## src/rtl/ch0re_hazard_ctrl_pkg.sv

```systemverilog
// Shared types for the ch0re hazard/forwarding controller: forwarding-select
// encoding, scoreboard entry layout and defaults.
package ch0re_hazard_ctrl_pkg;

  typedef enum logic [1:0] {
    FWD_SEL_REG = 2'd0,
    FWD_SEL_MEM = 2'd1,
    FWD_SEL_WB  = 2'd2
  } fwd_sel_e;

  // Age field is wide enough for any practical forwarding depth, so the entry
  // layout does not depend on the controller parameters.
  localparam int unsigned SB_AGE_W        = 8;
  localparam int unsigned FLUSH_SLOTS_DEF = 1;

  typedef struct packed {
    logic                valid;
    logic                is_load;
    logic [SB_AGE_W-1:0] age;
  } sb_entry_t;

  function automatic logic [SB_AGE_W-1:0] age_c(input int unsigned v);
    return SB_AGE_W'(v);
  endfunction

endpackage

```

## src/rtl/ch0re_hazard_ctrl_if.sv

```systemverilog
// Decode-side handshake bundle for ch0re_hazard_ctrl; stats outputs exist only
// when CH0RE_HAZARD_STATS_EN is defined.
interface ch0re_hazard_ctrl_if #(
    parameter int unsigned NUM_REGS  = 32,
    parameter int unsigned FWD_DEPTH = 2
);
    localparam int unsigned RW = $clog2(NUM_REGS);
    localparam int unsigned SW = $clog2(FWD_DEPTH + 1);

    logic          i_id_valid;
    logic [RW-1:0] i_id_rs1;
    logic [RW-1:0] i_id_rs2;
    logic          i_id_rs1_used;
    logic          i_id_rs2_used;
    logic [RW-1:0] i_id_rd;
    logic          i_id_wen;
    logic          i_id_is_load;
    logic          i_id_is_store;
    logic          i_flush;
    logic          o_issue;
    logic          o_stall;
    logic          o_kill;
    logic [SW-1:0] o_fwd_sel1;
    logic [SW-1:0] o_fwd_sel2;
    logic          o_store_rs2_late;
`ifdef CH0RE_HAZARD_STATS_EN
    logic [31:0]   o_stall_cycles;
    logic [31:0]   o_kill_cycles;

    modport master (
        output i_id_valid, i_id_rs1, i_id_rs2, i_id_rs1_used, i_id_rs2_used,
               i_id_rd, i_id_wen, i_id_is_load, i_id_is_store, i_flush,
        input  o_issue, o_stall, o_kill, o_fwd_sel1, o_fwd_sel2, o_store_rs2_late,
               o_stall_cycles, o_kill_cycles
    );
    modport slave (
        input  i_id_valid, i_id_rs1, i_id_rs2, i_id_rs1_used, i_id_rs2_used,
               i_id_rd, i_id_wen, i_id_is_load, i_id_is_store, i_flush,
        output o_issue, o_stall, o_kill, o_fwd_sel1, o_fwd_sel2, o_store_rs2_late,
               o_stall_cycles, o_kill_cycles
    );
`else
    modport master (
        output i_id_valid, i_id_rs1, i_id_rs2, i_id_rs1_used, i_id_rs2_used,
               i_id_rd, i_id_wen, i_id_is_load, i_id_is_store, i_flush,
        input  o_issue, o_stall, o_kill, o_fwd_sel1, o_fwd_sel2, o_store_rs2_late
    );
    modport slave (
        input  i_id_valid, i_id_rs1, i_id_rs2, i_id_rs1_used, i_id_rs2_used,
               i_id_rd, i_id_wen, i_id_is_load, i_id_is_store, i_flush,
        output o_issue, o_stall, o_kill, o_fwd_sel1, o_fwd_sel2, o_store_rs2_late
    );
`endif
endinterface

```

## src/rtl/ch0re_hazard_ctrl_sb_lookup.sv

```systemverilog
// Per-operand scoreboard lookup: forwarding select, load-use stall and the
// late store-data forwarding flag for one source register.
module ch0re_hazard_ctrl_sb_lookup
    import ch0re_hazard_ctrl_pkg::*;
#(
    parameter int unsigned NUM_REGS  = 32,
    parameter int unsigned FWD_DEPTH = 2,
    parameter int unsigned LOAD_LAT  = 2
) (
    input  logic [$clog2(NUM_REGS)-1:0]    rs,
    input  logic                           used,
    input  logic                           store_data,
    input  sb_entry_t                      ent,
    output logic [$clog2(FWD_DEPTH+1)-1:0] sel,
    output logic                           stall,
    output logic                           late
);
    localparam int unsigned SW = $clog2(FWD_DEPTH + 1);
    localparam logic [SB_AGE_W-1:0] LAT    = age_c(LOAD_LAT);
    localparam logic [SB_AGE_W-1:0] LAT_M1 = age_c(LOAD_LAT - 1);
    localparam logic [SB_AGE_W-1:0] ONE    = age_c(1);

    always_comb begin
        sel   = '0;
        stall = 1'b0;
        late  = 1'b0;
        if (used && rs != '0 && ent.valid) begin
            sel = SW'(ent.age);
            if (ent.is_load && ent.age < LAT) begin
                // Store data is consumed a stage later, so one cycle less of load latency suffices.
                if (store_data && ent.age == LAT_M1) begin
                    late = 1'b1;
                    sel  = SW'(ent.age + ONE);
                end else begin
                    stall = 1'b1;
                end
            end
        end
    end

endmodule

```

## src/rtl/ch0re_hazard_ctrl.sv

```systemverilog
// Scoreboard hazard and forwarding controller beside the ch0re decode stage.
// Define CH0RE_HAZARD_STATS_EN to add saturating stall/kill cycle counters.
module ch0re_hazard_ctrl
    import ch0re_hazard_ctrl_pkg::*;
#(
    parameter int unsigned NUM_REGS    = 32,
    parameter int unsigned FWD_DEPTH   = 2,
    parameter int unsigned LOAD_LAT    = 2,
    parameter int unsigned FLUSH_SLOTS = FLUSH_SLOTS_DEF
) (
    input  logic               clk,
    input  logic               rst_n,
    ch0re_hazard_ctrl_if.slave hz
);
    localparam int unsigned RW = $clog2(NUM_REGS);
    localparam int unsigned SW = $clog2(FWD_DEPTH + 1);
    localparam int unsigned KW = (FLUSH_SLOTS > 1) ? $clog2(FLUSH_SLOTS) : 1;
    localparam logic [SB_AGE_W-1:0] AGE_RETIRE = age_c(FWD_DEPTH + 1);
    localparam logic [SB_AGE_W-1:0] AGE_ONE    = age_c(1);
    localparam logic [KW-1:0]       KILL_LOAD  = KW'(FLUSH_SLOTS - 1);

    sb_entry_t     sb [NUM_REGS];
    logic [KW-1:0] kill_cnt;
    logic          kill_act;
    logic          stall1, stall2;
    logic          rs1_late_unused, late2;
    logic [SW-1:0] sel1, sel2;
    logic          issue, stall, kill, sb_wr;

    ch0re_hazard_ctrl_sb_lookup #(
        .NUM_REGS (NUM_REGS),
        .FWD_DEPTH(FWD_DEPTH),
        .LOAD_LAT (LOAD_LAT)
    ) u_rs1_lookup (
        .rs        (hz.i_id_rs1),
        .used      (hz.i_id_rs1_used),
        .store_data(1'b0),
        .ent       (sb[hz.i_id_rs1]),
        .sel       (sel1),
        .stall     (stall1),
        .late      (rs1_late_unused)
    );

    ch0re_hazard_ctrl_sb_lookup #(
        .NUM_REGS (NUM_REGS),
        .FWD_DEPTH(FWD_DEPTH),
        .LOAD_LAT (LOAD_LAT)
    ) u_rs2_lookup (
        .rs        (hz.i_id_rs2),
        .used      (hz.i_id_rs2_used),
        .store_data(hz.i_id_is_store),
        .ent       (sb[hz.i_id_rs2]),
        .sel       (sel2),
        .stall     (stall2),
        .late      (late2)
    );

    always_comb begin
        kill_act = hz.i_flush || (kill_cnt != '0);
        kill     = 1'b0;
        stall    = 1'b0;
        issue    = 1'b0;
        if (hz.i_id_valid) begin
            kill  = kill_act;
            stall = !kill_act && (stall1 || stall2);
            issue = !kill_act && !(stall1 || stall2);
        end
        sb_wr = issue && hz.i_id_wen && (hz.i_id_rd != '0);
    end

    assign hz.o_issue          = issue;
    assign hz.o_stall          = stall;
    assign hz.o_kill           = kill;
    assign hz.o_fwd_sel1       = sel1;
    assign hz.o_fwd_sel2       = sel2;
    assign hz.o_store_rs2_late = late2;

    // A fresh issue overrides the aging/retire of the same entry in that cycle.
    for (genvar g = 0; g < NUM_REGS; g++) begin : g_sb
        always_ff @(posedge clk or negedge rst_n) begin
            if (!rst_n) begin
                sb[g] <= '0;
            end else if (sb_wr && hz.i_id_rd == RW'(g)) begin
                sb[g] <= '{valid: 1'b1, is_load: hz.i_id_is_load, age: AGE_ONE};
            end else if (sb[g].valid) begin
                if (sb[g].age + AGE_ONE == AGE_RETIRE) begin
                    sb[g] <= '0;
                end else begin
                    sb[g].age <= sb[g].age + AGE_ONE;
                end
            end
        end
    end

    always_ff @(posedge clk or negedge rst_n) begin
        if (!rst_n) begin
            kill_cnt <= '0;
        end else if (hz.i_flush) begin
            kill_cnt <= KILL_LOAD;
        end else if (kill_cnt != '0) begin
            kill_cnt <= kill_cnt - 1'b1;
        end
    end

`ifdef CH0RE_HAZARD_STATS_EN
    always_ff @(posedge clk or negedge rst_n) begin
        if (!rst_n) begin
            hz.o_stall_cycles <= '0;
            hz.o_kill_cycles  <= '0;
        end else begin
            if (stall && hz.o_stall_cycles != '1) begin
                hz.o_stall_cycles <= hz.o_stall_cycles + 32'd1;
            end
            if (kill && hz.o_kill_cycles != '1) begin
                hz.o_kill_cycles <= hz.o_kill_cycles + 32'd1;
            end
        end
    end
`endif

endmodule

```

## src/flat_wrapper.sv

```systemverilog
// flat-port wrapper written by rule: the top's interface ports become plain ports
module ch0re_hazard_ctrl_flat import ch0re_hazard_ctrl_pkg::*;
#(
    parameter int unsigned NUM_REGS    = 32,
    parameter int unsigned FWD_DEPTH   = 2,
    parameter int unsigned LOAD_LAT    = 2,
    parameter int unsigned FLUSH_SLOTS = FLUSH_SLOTS_DEF
)
  (clk, rst_n, hz_i_id_valid, hz_i_id_rs1, hz_i_id_rs2, hz_i_id_rs1_used, hz_i_id_rs2_used, hz_i_id_rd, hz_i_id_wen, hz_i_id_is_load, hz_i_id_is_store, hz_i_flush, hz_o_issue, hz_o_stall, hz_o_kill, hz_o_fwd_sel1, hz_o_fwd_sel2, hz_o_store_rs2_late);
  ch0re_hazard_ctrl_if #(.NUM_REGS(NUM_REGS), .FWD_DEPTH(FWD_DEPTH)) hz_i ();
  input  logic clk;
  input  logic rst_n;
  input wire logic [$bits(hz_i.i_id_valid)-1:0] hz_i_id_valid;
  input wire logic [$bits(hz_i.i_id_rs1)-1:0] hz_i_id_rs1;
  input wire logic [$bits(hz_i.i_id_rs2)-1:0] hz_i_id_rs2;
  input wire logic [$bits(hz_i.i_id_rs1_used)-1:0] hz_i_id_rs1_used;
  input wire logic [$bits(hz_i.i_id_rs2_used)-1:0] hz_i_id_rs2_used;
  input wire logic [$bits(hz_i.i_id_rd)-1:0] hz_i_id_rd;
  input wire logic [$bits(hz_i.i_id_wen)-1:0] hz_i_id_wen;
  input wire logic [$bits(hz_i.i_id_is_load)-1:0] hz_i_id_is_load;
  input wire logic [$bits(hz_i.i_id_is_store)-1:0] hz_i_id_is_store;
  input wire logic [$bits(hz_i.i_flush)-1:0] hz_i_flush;
  output wire logic [$bits(hz_i.o_issue)-1:0] hz_o_issue;
  output wire logic [$bits(hz_i.o_stall)-1:0] hz_o_stall;
  output wire logic [$bits(hz_i.o_kill)-1:0] hz_o_kill;
  output wire logic [$bits(hz_i.o_fwd_sel1)-1:0] hz_o_fwd_sel1;
  output wire logic [$bits(hz_i.o_fwd_sel2)-1:0] hz_o_fwd_sel2;
  output wire logic [$bits(hz_i.o_store_rs2_late)-1:0] hz_o_store_rs2_late;
  assign hz_i.i_id_valid = hz_i_id_valid;
  assign hz_i.i_id_rs1 = hz_i_id_rs1;
  assign hz_i.i_id_rs2 = hz_i_id_rs2;
  assign hz_i.i_id_rs1_used = hz_i_id_rs1_used;
  assign hz_i.i_id_rs2_used = hz_i_id_rs2_used;
  assign hz_i.i_id_rd = hz_i_id_rd;
  assign hz_i.i_id_wen = hz_i_id_wen;
  assign hz_i.i_id_is_load = hz_i_id_is_load;
  assign hz_i.i_id_is_store = hz_i_id_is_store;
  assign hz_i.i_flush = hz_i_flush;
  assign hz_o_issue = hz_i.o_issue;
  assign hz_o_stall = hz_i.o_stall;
  assign hz_o_kill = hz_i.o_kill;
  assign hz_o_fwd_sel1 = hz_i.o_fwd_sel1;
  assign hz_o_fwd_sel2 = hz_i.o_fwd_sel2;
  assign hz_o_store_rs2_late = hz_i.o_store_rs2_late;
  ch0re_hazard_ctrl #(.NUM_REGS(NUM_REGS), .FWD_DEPTH(FWD_DEPTH), .LOAD_LAT(LOAD_LAT), .FLUSH_SLOTS(FLUSH_SLOTS)) u_core (.clk(clk), .rst_n(rst_n), .hz(hz_i));
endmodule
```

## config.mk

```make
export PLATFORM = sky130hd
export DESIGN_NAME = ch0re_hazard_ctrl_flat
export DESIGN_NICKNAME = d
export VERILOG_FILES = /design/src/rtl/ch0re_hazard_ctrl_pkg.sv /design/src/rtl/ch0re_hazard_ctrl_if.sv /design/src/rtl/ch0re_hazard_ctrl_sb_lookup.sv /design/src/rtl/ch0re_hazard_ctrl.sv /design/src/flat_wrapper.sv
export SDC_FILE = /design/constraint.sdc
export NUM_CORES = 1
export LEC_CHECK = 0
export BUFFER_PORTS_ARGS = -buffer_cell sky130_fd_sc_hd__buf_2
export CAP_MARGIN = 20
export CORE_ASPECT_RATIO = 1.5
export CORE_MARGIN = 1.5
export CORE_UTILIZATION = 44
export CTS_CLUSTER_SIZE = 20
export DETAILED_ROUTE_END_ITERATION = 10
export SLEW_MARGIN = 20
export SYNTH_ARGS = -nofsm -noshare
export SYNTH_HDL_FRONTEND = slang
export SYNTH_SLANG_ARGS = --single-unit
```

## constraint.sdc

```tcl
create_clock -name clk -period 11.4 [get_ports clk]
set_input_delay 1.71 -clock clk [delete_from_list [all_inputs] [get_ports clk]]
set_output_delay 1.71 -clock clk [all_outputs]
set_load 0.01 [all_outputs]
```

-- Word-level counts from Yosys, hierarchy flattened
Index checks and enable logic that the tools add are counted.
- output and inout bits: 8
- input port bits: 24
- bits in registers: 321
- word-level logic and storage cells: 499
- equality and inequality tests: 64
- reduce and logical (&&, ||, !) cells: 147
- bitwise operators: 2
- multiplexer cells: 151
- $add $sub $neg: 34
- $lt $le $gt $ge: 4
- operator list (cell ; count):
    10-bit 2-to-1 mux ; 68
    8-bit by 1-bit adder with 8-bit output, second input constant ; 32
    8-bit by 2-bit equality test with 1-bit output, second input constant ; 32
    8-bit 2-to-1 mux ; 32
    2-bit nonzero test ; 64
    10-bit binary-select mux with 5-bit select ; 2
    5-bit equality test, second input constant ; 16
    2-bit 2-to-1 mux ; 36
    2-bit AND reduction ; 32
    1-bit logical AND ; 43
    5-bit by 4-bit equality test with 1-bit output, second input constant ; 8
    5-bit by 3-bit equality test with 1-bit output, second input constant ; 4
    8-bit by 2-bit less-than comparator with 1-bit output, second input constant ; 2
    5-bit nonzero test ; 3
    1-bit 2-to-1 mux ; 13
    6-bit greater-or-equal comparator, second input constant ; 2
    5-bit inverter with 6-bit output ; 2
    5-bit by 2-bit equality test with 1-bit output, second input constant ; 2
    8-bit by 1-bit equality test with 1-bit output, second input constant ; 1
    5-bit by 1-bit equality test with 1-bit output, second input constant ; 1
    5-bit zero test ; 1
    2-bit by 1-bit adder with 2-bit output, second input constant ; 1
    1-bit zero test ; 2
    1-bit logical OR ; 2
    1-bit subtractor, second input constant ; 1

-- Logic depth before layout (Yosys ltp)
Gate-level depths: netlist of the first run.
- depth after elaboration: 18
- depth in mapped cells: 16
- depth with buffers taken out: 11

-- Cells and area by module
A second synthesis of the first run with hierarchy kept.
- cell total of the unflattened synthesis: 2402
- area total of the unflattened synthesis: 23862.9 um^2
- modules (own cells, without submodules) (module ; cells an instance ; instances ; seq. area each (um^2) ; area each (um^2)):
    ch0re_hazard_ctrl ; 2366 ; 1 ; 8007.7 ; 23600.1
    ch0re_hazard_ctrl_sb_lookup ; 18 ; 2 ; 0.0 ; 131.4

-- Worst setup path after synthesis of the first run
No wires, ideal clock.
- kind: input to output
- start: input hz_i_id_rs2[0]
- end: output hz_o_stall
- arrival time: 4.517 ns
- path slack: 5.173 ns
- path buffers: 5
- data required time: 9.690 ns
- stages: 13
- cell sequence: buf_6 -> buf_6 -> buf_6 -> buf_4 -> buf_4 -> mux4_2 -> mux4_2 -> mux2_2 -> ha_1 -> nand2_1 -> nand4_1 -> o21ai_1 -> and2_1
- longest elaborated chain between the ends: 12
- elaborated cells between the ends (all ways): 17
- those cells by class: 1 x order compare; 1 x eq/ne; 7 x mux; 1 x bitwise; 7 x reduce/logical
- RTL lines (item ; line ; RTL):
    from (decl) ; flat_wrapper.sv:15 ; input wire logic [$bits(hz_i.i_id_rs2)-1:0] hz_i_id_rs2;
    parallel branches: the longest is 8 deep, another holds 8-bit by 2-bit less-than comparator with 1-bit output ; -- ;
    1-bit 2-to-1 mux (*) ; ch0re_hazard_ctrl_sb_lookup.sv:27 ; if (used && rs != '0 && ent.valid) begin
    1-bit logical OR (*) ; ch0re_hazard_ctrl.sv:65 ; stall = !kill_act && (stall1 || stall2);
    1-bit logical AND (*) ; ch0re_hazard_ctrl.sv:65 ;
    1-bit 2-to-1 mux (*) ; ch0re_hazard_ctrl.sv:63 ; if (hz.i_id_valid) begin
    to (decl) ; flat_wrapper.sv:24 ; output wire logic [$bits(hz_i.o_stall)-1:0] hz_o_stall;
Every way passes the cells marked *. The select of a mux whose other input is x is not followed.

-- Final worst setup path of the first run
- start: input hz_i_id_rs1[1]
- end: output hz_o_stall
- longest elaborated chain between the ends: 11
- elaborated cells between the ends (all ways): 14
- those cells by class: 1 x order compare; 6 x mux; 1 x bitwise; 6 x reduce/logical
- RTL lines (item ; line ; RTL):
    from (decl) ; flat_wrapper.sv:14 ; input wire logic [$bits(hz_i.i_id_rs1)-1:0] hz_i_id_rs1;
    5-bit inverter with 6-bit output (not written as such) ; ch0re_hazard_ctrl.sv:38 ; .ent (sb[hz.i_id_rs1]),
    10-bit binary-select mux with 5-bit select ; ch0re_hazard_ctrl.sv:38 ;
    10-bit 2-to-1 mux (not written as such) (2 in series) ; ch0re_hazard_ctrl.sv:38 ;
    8-bit by 2-bit less-than comparator with 1-bit output ; ch0re_hazard_ctrl_sb_lookup.sv:29 ; if (ent.is_load && ent.age < LAT) begin
    1-bit logical AND ; ch0re_hazard_ctrl_sb_lookup.sv:29 ;
    1-bit 2-to-1 mux ; ch0re_hazard_ctrl_sb_lookup.sv:29 ;
    1-bit 2-to-1 mux (*) ; ch0re_hazard_ctrl_sb_lookup.sv:27 ;
    1-bit logical OR (*) ; ch0re_hazard_ctrl.sv:65 ;
    1-bit logical AND (*) ; ch0re_hazard_ctrl.sv:65 ;
    1-bit 2-to-1 mux (*) ; ch0re_hazard_ctrl.sv:63 ;
Mark *: on every way between the ends. The rest lies on a longest branch, timed or not. The select of a mux whose other input is x is not followed.

==> flow_metrics.env, run 1 <==
export IMPL_outcome="finished, final reports clean"
export IMPL_finalNonFillerCells=3064
export IMPL_path_class="input port to output pin"
export IMPL_clock_path_buffers=3
export IMPL_rows=100
export IMPL_avgSynthCellArea_um2=8.96
export IMPL_clockRootBuffer="clkbuf_16"
export IMPL_power_frac_comb=0.311
export IMPL_coreArea_um2=49700
export IMPL_cp_data_arrival_time_ns=5.35
export IMPL_grt_max_degree=105
export IMPL_hpwlAfterDp_um=45800
export IMPL_crit_slowest_cell="clkinv_1"
export IMPL_cp_required_ns=9.69
export IMPL_intPower_mw=3.18
export IMPL_ctsHoldBuffers=0
export IMPL_leakagePower_nw=9.52
export IMPL_max_stage_delay_ns=0.66
export IMPL_route_vias_total=18700
export IMPL_io_pins=32
export IMPL_die_width_um=186
export IMPL_grt_first_pass_wirelength_um=99500
export IMPL_cts_tree="yes"
export IMPL_max_slew_margin=0.270
export IMPL_drive_gt1_frac=0.0904
export IMPL_die_area_um2=51700
export IMPL_vias_per_cell=6.11
export IMPL_synth_fp_nets=2560
export IMPL_grt_ovfl_total=0
export IMPL_worst_slack_ns=4.34
export IMPL_top_register="u_core.sb"
export IMPL_rsz0062_at_grt="false"
export IMPL_dp_cells=2998
export IMPL_grt_pass1_vias=17400
export IMPL_die_y_um=278
export IMPL_crit_path_frequent_cell="buf_2"
export IMPL_yosysSeqAreaShare=0.362
export IMPL_worstMarginPinSlew_ns=1.08
export IMPL_final_setup_skew_ns=0.0234
export IMPL_cp_max_fo=56
export IMPL_power_switching_share=0.428
export IMPL_drt_total_wl_um=63500
export IMPL_p_switching_mw=2.38
export IMPL_crit_chain="buf_2 -> buf_4 -> clkinv_1 -> o41ai_1 -> o22a_1 -> a311oi_1 -> nor4_1 -> a21oi_1 -> o21ai_1 -> and2_1 -> buf_2"
export IMPL_start_util=0.446
export IMPL_final_cell_mix="522 x nor2_1, 320 x dfrtp_1, 195 x nand2_1, 164 x xor2_1, 139 x nand4_1"
export IMPL_synth_edf_count=0
export IMPL_clk_latency_ns=0.55
export IMPL_gp_congestion=0.924
export IMPL_end_kind="output pin"
export IMPL_cp_start_kind="input port"
export IMPL_clkSlewWorstSetupHoldPaths_ns=0.06
export IMPL_hold_class="register to register"
export IMPL_syn_to_final_growth_pct=6.36
export IMPL_largest_register_ffs=320
export IMPL_port_buffers=31
export IMPL_ctsResizeCount=0
export IMPL_totalPowerFinal_mw=5.55
export IMPL_ys_ff_latch=320
export IMPL_maxClockFrequency_ghz=0.142
export IMPL_drtPass1Iterations=5
export IMPL_finalMaxSlewViolations=0
export IMPL_synth_warnings=0
export IMPL_maxCapViolCount=0
export IMPL_dr_first_iter_drc_count=1624
export IMPL_antenna_found_initial=2
export IMPL_drc=0
export IMPL_irDropWorstVdd_mv=0.118
export IMPL_power_frac_seq=0.461
export IMPL_syn_inst=2471
export IMPL_p_clk_frac=0.228
export IMPL_clock_sinks=320
export IMPL_post_drt_wl_per_cell_um=20.7
export IMPL_fin_setup_tns_ns=0
export IMPL_cts_buffers=38
export IMPL_synth_ff_type="dfrtp_1"
export IMPL_top_regs="u_core.sb x320"
export IMPL_netlist_area_um2=22100
export IMPL_async_flop_share=1.00
export IMPL_fin_nets=2464
export IMPL_ant_nets=0
export IMPL_final_util=0.474
export IMPL_track_usage=0.248
export IMPL_ys_types=81
export IMPL_finalSetupViolations=0
export IMPL_powerDensity_nw_per_um2=236
export IMPL_finalCriticalPeriod_ns=7.06
export IMPL_post_route_period_util=0.619
export IMPL_final_common_cell="nor2_1"
export IMPL_rrSetupSlack_ns=7.56
export IMPL_hold_viol=0
export IMPL_dp_slack_ns=4.40
export IMPL_cts_setup_buffers=0
export IMPL_htreeDepth=2
==> Yosys cell counts (33+ instances only) <==
library cell,instances,area share
a21oi_1,45,0.010
a32oi_1,35,0.014
inv_1,74,0.013
buf_6,33,0.017
o21ai_0,60,0.014
nor3_1,33,0.0075
and3_1,50,0.014
nand3_1,91,0.021
mux4_2,69,0.070
clkbuf_1,102,0.017
xor2_1,164,0.065
ha_1,65,0.037
nand2_1,195,0.033
mux2i_1,50,0.023
nor2_1,522,0.089
dfrtp_1,320,0.36
nand4_1,139,0.039
==> metrics by stage <==
step                      cell area, µm²  hold WS [ns]
after global routing               23500         0.566
after CTS                          23500         0.535
after floorplan                    22100         0.487
after global placement             22200         0.517
after detailed placement           22200         0.522
final                              23500         0.532
==> cell type report <==
class,count,area (µm²)
Antenna cell,1,2.50
Clock buffer,50,1130
Clock inverter,15,165
Fill cell,4679,26100
Inverter,75,282
Multi-Input combinational cell,1901,12900
Sequential cell,320,8010
Tap cell,663,830
Timing Repair Buffer,39,234
==> cells by family (layout without fill, tap and decap cells) <==
| logic type | Yosys count | in the layout | synth area share |
|---|---|---|---|
| other cells | 0 | 1 | 0 |
| compound gates | 338 | 338 | 0.108 |
| simple gates | 1144 | 1144 | 0.240 |
| buf+inv | 250 | 179 | 0.0557 |
| mux | 161 | 161 | 0.121 |
| flops | 320 | 320 | 0.362 |
| xor+xnor | 193 | 193 | 0.0764 |
| fa+ha+maj | 65 | 65 | 0.0367 |
==> routing by layer <==
layer | routed length, µm | part of all wire | GRT usage
met5 | 12 | 0.00019 | 0
met1 | 26100 | 0.41 | 0.319
met3 | 3880 | 0.061 | 0.0390
met2 | 30400 | 0.48 | 0.406
met4 | 3070 | 0.048 | 0.114
==> power by group through the flow <==
stage	Combinational, mW	Clock, mW	Sequential [mW]
after global routing	1.96	1.33	2.64
final	1.73	1.27	2.56
after global placement	1.66	0	2.54
after detailed placement	1.72	0	2.55
after floorplan	1.65	0	2.01
after CTS	1.73	1.29	2.54
==> worst max-delay path: cells and delay by family <==
family | cells | cell delay [ns]
buffers and inverters | 4 | 1.46
and+or+nand+nor | 2 | 0.55
AOI/OAI and AO/OA | 5 | 1.56
==> final timing paths <==
kind / from / endpoint / cells past startpoint
min in group asynchronous: rst_n / u_core.sb[264]$_DFFE_PN0P_ / 1
worst min register to register: u_core.sb[317]$_DFFE_PN0P_ / u_core.sb[317]$_DFFE_PN0P_ / 1
worst min-delay path: u_core.sb[317]$_DFFE_PN0P_ / u_core.sb[317]$_DFFE_PN0P_ / 1
worst max-delay path: hz_i_id_rs1[1] / hz_o_stall / 11
max in group asynchronous: rst_n / u_core.sb[54]$_DFFE_PN0P_ / 3
worst max register to register: u_core.sb[221]$_DFFE_PN0P_ / u_core.sb[158]$_DFFE_PN0P_ / 11
Power figures use the tool's default switching activity.
==> inputs of run 2 (changes only) <==
Clock period 11.4 ns to 6.8 ns, I/O delays scaled along.
==> flow_metrics.env, run 2 (synthesis results as in run 1) <==
export IMPL_outcome="finished, final reports clean"
export IMPL_grt_first_pass_wirelength_um=101000
export IMPL_worstRegToRegCells=11
export IMPL_grt_pass1_vias=17600
export IMPL_top_register="u_core.sb"
export IMPL_finalSetupViolations=0
export IMPL_end_kind="output pin"
export IMPL_final_util=0.473
export IMPL_largest_register_ffs=320
export IMPL_route_vias_total=18600
export IMPL_top_regs="u_core.sb x320"
export IMPL_final_cell_mix="522 x nor2_1, 320 x dfrtp_1, 195 x nand2_1, 164 x xor2_1, 139 x nand4_1"
export IMPL_maxCapViolCount=0
export IMPL_drc=0
export IMPL_drive_gt1_frac=0.0892
export IMPL_clkSlewWorstSetupHoldPaths_ns=0.06
export IMPL_drt_total_wl_um=64400
export IMPL_gp_congestion=0.945
export IMPL_rsz0062_at_grt="false"
export IMPL_final_common_cell="nor2_1"
export IMPL_die_width_um=186
export IMPL_cp_max_fo=36
export IMPL_max_stage_delay_ns=0.65
export IMPL_vias_per_cell=6.07
export IMPL_die_area_um2=51700
export IMPL_ctsHoldBuffers=0
export IMPL_track_usage=0.253
export IMPL_crit_family="compound AO/OA/AOI/OAI gates"
export IMPL_fin_setup_tns_ns=0
export IMPL_path_class="input port to output pin"
export IMPL_coreArea_um2=49700
export IMPL_die_y_um=278
export IMPL_nFillCells=4801
export IMPL_port_buffers=31
export IMPL_start_util=0.446
export IMPL_clk_latency_ns=0.56
export IMPL_rrSetupSlack_ns=3.06
export IMPL_clockRootBuffer="clkbuf_16"
export IMPL_clock_path_buffers=3
export IMPL_drtPass1Iterations=5
export IMPL_max_slew_margin=0.285
export IMPL_hold_viol=0
export IMPL_dr_first_iter_drc_count=1545
export IMPL_crit_path_frequent_cell="buf_2"
export IMPL_cp_data_arrival_time_ns=4.62
export IMPL_powerDensity_nw_per_um2=395
export IMPL_post_route_period_util=0.829
export IMPL_fin_nets=2459
export IMPL_maxClockFrequency_ghz=0.177
export IMPL_totalPowerFinal_mw=9.28
export IMPL_finalNonFillerCells=3062
export IMPL_cp_start_kind="input port"
export IMPL_cp_num_buf_inv=3
export IMPL_irDropWorstVdd_mv=0.185
export IMPL_crit_chain="buf_2 -> buf_4 -> or3_1 -> o22ai_1 -> a2111oi_0 -> o21ai_0 -> nor4bb_1 -> a21oi_1 -> o21ai_1 -> and2_1 -> buf_2"
export IMPL_rows=100
export IMPL_worstMarginPinSlew_ns=1.07
export IMPL_cts_buffers=36
export IMPL_post_drt_wl_per_cell_um=21.0
export IMPL_finalMaxSlewViolations=0
export IMPL_ant_nets=0
export IMPL_crit_slowest_cell="buf_2"
export IMPL_io_pins=32
export IMPL_syn_to_final_growth_pct=6.14
export IMPL_placed_cell_area_um2=22200
export IMPL_final_setup_skew_ns=0.0364
export IMPL_clock_sinks=320
export IMPL_htreeDepth=2
export IMPL_cp_depth=11
export IMPL_grt_ovfl_total=0
export IMPL_cp_required_ns=5.78
export IMPL_fin_area_um2=23500
export IMPL_grt_max_degree=145
export IMPL_dp_cells=2994
export IMPL_leakagePower_nw=9.49
export IMPL_hpwlAfterDp_um=46900
export IMPL_antenna_found_initial=4
export IMPL_ctsResizeCount=0
export IMPL_cts_setup_buffers=0
export IMPL_finalCriticalPeriod_ns=5.64
export IMPL_hold_class="input port to asynchronous set/reset pin"
export IMPL_cts_tree="yes"
## run 2: changes by cell type in the layout (fill, tap and decap cells not counted)
cell	before	now
buf_12	0	2
buf_4	9	5
buf_6	1	0
clkbuf_1	2	6
clkbuf_16	41	37
clkbuf_8	7	9
clkinvlp_4	3	1
inv_6	1	2
nor2b_1	9	8
nor2b_2	1	2
nor4_1	28	26
nor4_2	0	2
## run 2: worst paths after layout
check / start / endpoint
min in group clk: u_core.sb[317]$_DFFE_PN0P_ / u_core.sb[317]$_DFFE_PN0P_
hold / removal: rst_n / u_core.sb[270]$_DFFE_PN0P_
setup / recovery: hz_i_id_rs1[1] / hz_o_stall
hold reg to reg: u_core.sb[317]$_DFFE_PN0P_ / u_core.sb[317]$_DFFE_PN0P_
max in group asynchronous: rst_n / u_core.sb[57]$_DFFE_PN0P_
setup reg to reg: u_core.sb[221]$_DFFE_PN0P_ / u_core.sb[158]$_DFFE_PN0P_
## run 2: layout make-up
type / count / area [µm²] / area share
Antenna cell: 1 / 2.50 / 0.000106
Inverter: 75 / 282 / 0.0120
Timing Repair Buffer: 36 / 233 / 0.00990
Multi-Input combinational cell: 1901 / 12900 / 0.550
Sequential cell: 320 / 8010 / 0.341
Clock buffer: 52 / 1070 / 0.0456
Clock inverter: 14 / 159 / 0.00676
Tap cell: 663 / 830 / 0.0353
## run 2: per-layer routing
metal,global-route usage,wire length (µm),vias to the layer above
li1,-,-,8551
met5,0,17,-
met3,0.0341,4300,177
met2,0.416,30700,673
met1,0.331,26300,9195
met4,0.108,3150,2
## run 2: worst reg2reg max path, delay by kind of cell, from the launching register on
family                   cells  cell delay, ns
multiplexers                 3            1.41
AND/OR/NAND/NOR              4            1.14
flip-flops                   1            0.54
AO/OA/AOI/OAI                2            0.32
adder cells (fa/ha/maj)      1            0.14
buffers and inverters        1            0.09
## run 2: where the power goes
| part | switching [mW] | total [mW] | leakage, nW | internal (mW) |
|---|---|---|---|---|
| Clock | 0.841 | 2.06 | 0.611 | 1.22 |
| Combinational | 1.48 | 2.89 | 5.07 | 1.42 |
| Sequential | 1.70 | 4.32 | 3.81 | 2.62 |
## run 2: per-stage QoR
step	setup WS [ns]	hold WS, ns
after global routing	1.01	0.565
after global placement	1.31	0.504
after CTS	1.25	0.538
after floorplan	1.95	0.487
after detailed placement	1.26	0.530
final	1.16	0.510
==> inputs of run 3 (changes only) <==
Clock period 6.8 ns to 5.4 ns, I/O delays scaled along.
==> flow_metrics.env, run 3 (synthesis results as in run 1) <==
export IMPL_cts_buffers=36
export IMPL_finalNonFillerCells=3067
export IMPL_drtPass1Iterations=7
export IMPL_clock_path_buffers=3
export IMPL_totalPowerFinal_mw=11.5
export IMPL_final_setup_skew_ns=0.0136
export IMPL_rsz0062_at_grt="false"
export IMPL_grt_max_degree=146
export IMPL_wl_met3_um=4310
export IMPL_nFillCells=4736
export IMPL_die_width_um=186
export IMPL_worstMarginPinSlew_ns=1.18
export IMPL_largest_register_ffs=320
export IMPL_grt_first_pass_wirelength_um=103000
export IMPL_max_slew_margin=0.209
export IMPL_cp_required_ns=4.59
export IMPL_cp_data_arrival_time_ns=4.01
export IMPL_power_frac_comb=0.320
export IMPL_route_vias_total=18500
export IMPL_grt_ovfl_total=0
export IMPL_ff_latch_area_um2=8010
export IMPL_irDropWorstVdd_mv=0.227
export IMPL_final_common_cell="nor2_1"
export IMPL_drc=0
export IMPL_final_cell_mix="522 x nor2_1, 320 x dfrtp_1, 195 x nand2_1, 164 x xor2_1, 139 x nand4_1"
export IMPL_intPower_mw=6.50
export IMPL_hold_viol=0
export IMPL_cts_setup_buffers=0
export IMPL_vias_per_cell=6.04
export IMPL_multi_input_area_um2=12900
export IMPL_hpwlAfterDp_um=47600
export IMPL_drive_gt1_frac=0.0903
export IMPL_rows=100
export IMPL_htreeDepth=2
export IMPL_fin_area_um2=23500
export IMPL_clockRootBuffer="clkbuf_16"
export IMPL_gp_congestion=0.932
export IMPL_port_buffers=31
export IMPL_io_pins=32
export IMPL_die_y_um=278
export IMPL_wl_met2_um=32000
export IMPL_hold_class="input port to asynchronous set/reset pin"
export IMPL_coreArea_um2=49700
export IMPL_finalSetupViolations=0
export IMPL_ctsResizeCount=0
export IMPL_syn_to_final_growth_pct=6.17
export IMPL_maxClockFrequency_ghz=0.208
export IMPL_clock_sinks=320
export IMPL_cp_max_fo=35
export IMPL_highest_layer="met5"
export IMPL_path_class="input port to output pin"
export IMPL_start_util=0.446
export IMPL_cts_tree="yes"
export IMPL_fin_nets=2470
export IMPL_p_switching_mw=5.02
export IMPL_leakagePower_nw=9.50
export IMPL_top_regs="u_core.sb x320"
export IMPL_fin_setup_tns_ns=0
export IMPL_wl_met1_um=25900
export IMPL_finalCriticalPeriod_ns=4.82
export IMPL_antenna_found_initial=5
export IMPL_dp_cells=3006
export IMPL_placed_cell_area_um2=22400
export IMPL_ctsHoldBuffers=0
export IMPL_clkSlewWorstSetupHoldPaths_ns=0.06
export IMPL_maxCapViolCount=0
export IMPL_end_kind="output pin"
export IMPL_hold_worst_slack_ns=0.135
export IMPL_dr_first_iter_drc_count=1507
export IMPL_p_clk_frac=0.211
export IMPL_powerDensity_nw_per_um2=490
export IMPL_ant_nets=0
export IMPL_track_usage=0.257
export IMPL_finalMaxSlewViolations=0
export IMPL_cp_start_kind="input port"
export IMPL_top_register="u_core.sb"
export IMPL_power_switching_share=0.436
export IMPL_post_route_period_util=0.892
export IMPL_power_frac_seq=0.469
export IMPL_outcome="finished, final reports clean"
export IMPL_clk_latency_ns=0.55
export IMPL_post_drt_wl_per_cell_um=21.3
export IMPL_grt_pass1_vias=18000
export IMPL_die_area_um2=51700
export IMPL_drt_total_wl_um=65500
run 3: changes by cell type in the layout (fill, tap and decap cells not counted), moves of 2 or more:
cell / previous run / this run
buf_4: 5 / 14
clkinv_2: 7 / 4
buf_12: 2 / 4
bufinv_16: 3 / 1
clkbuf_1: 6 / 8
clkbuf_8: 9 / 7
run 3: metrics by stage:
step                worst slack, ns   util
floorplan                     0.973      -
global placement              0.627  0.450
detailed placement            0.596  0.450
CTS                           0.588  0.473
global route                  0.365  0.473
finish                        0.585  0.473
run 3: layout make-up:
| cell class | instances | share of cell area |
|---|---|---|
| tap | 663 | 0.0353 |
| clock inverter | 8 | 0.00319 |
| antenna | 1 | 0.000106 |
| inverter | 75 | 0.0120 |
| sequential | 320 | 0.341 |
| multi-input combinational | 1901 | 0.549 |
| clock buffer | 52 | 0.0448 |
| timing repair buffer | 47 | 0.0145 |
run 3: power by group through the flow:
stage / sequential, mW / combinational, mW / clock [mW]
after floorplan: 4.24 / 3.49 / 0
after global placement: 5.35 / 3.56 / 0
after detailed placement: 5.38 / 3.66 / 0
after CTS: 5.35 / 3.69 / 2.49
after global routing: 5.57 / 4.20 / 2.58
final: 5.41 / 3.69 / 2.43
run 3: final timing paths:
path / start / end / slack (ns) / cells after the start
setup / recovery: hz_i_id_rs2[0] / hz_o_stall / 0.58 / 10
hold / removal: rst_n / u_core.sb[272]$_DFFE_PN0P_ / 0.13 / 1
setup reg to reg: u_core.sb[51]$_DFFE_PN0P_ / u_core.sb[308]$_DFFE_PN0P_ / 1.64 / 11
hold reg to reg: u_core.sb[317]$_DFFE_PN0P_ / u_core.sb[317]$_DFFE_PN0P_ / 0.54 / 1
max in group asynchronous: rst_n / u_core.sb[156]$_DFFE_PN0P_ / 4.07 / 2
min in group clk: u_core.sb[317]$_DFFE_PN0P_ / u_core.sb[317]$_DFFE_PN0P_ / 0.54 / 1
run 3: worst max-delay path, cell delays in order:
cell and delay (ns):
buf_4 0.44, buf_4 0.51, mux4_2 0.57, o41ai_1 0.35, a41oi_1 0.09, a22oi_1 0.36
nand4_1 0.14, o21ai_1 0.36, and2_1 0.20, buf_2 0.12
run 3: routing by layer:
metal,vias to the layer above,GRT usage
met4,4,0.117
li1,8565,-
met1,9132,0.319
met5,-,0
met3,173,0.0482
met2,648,0.430
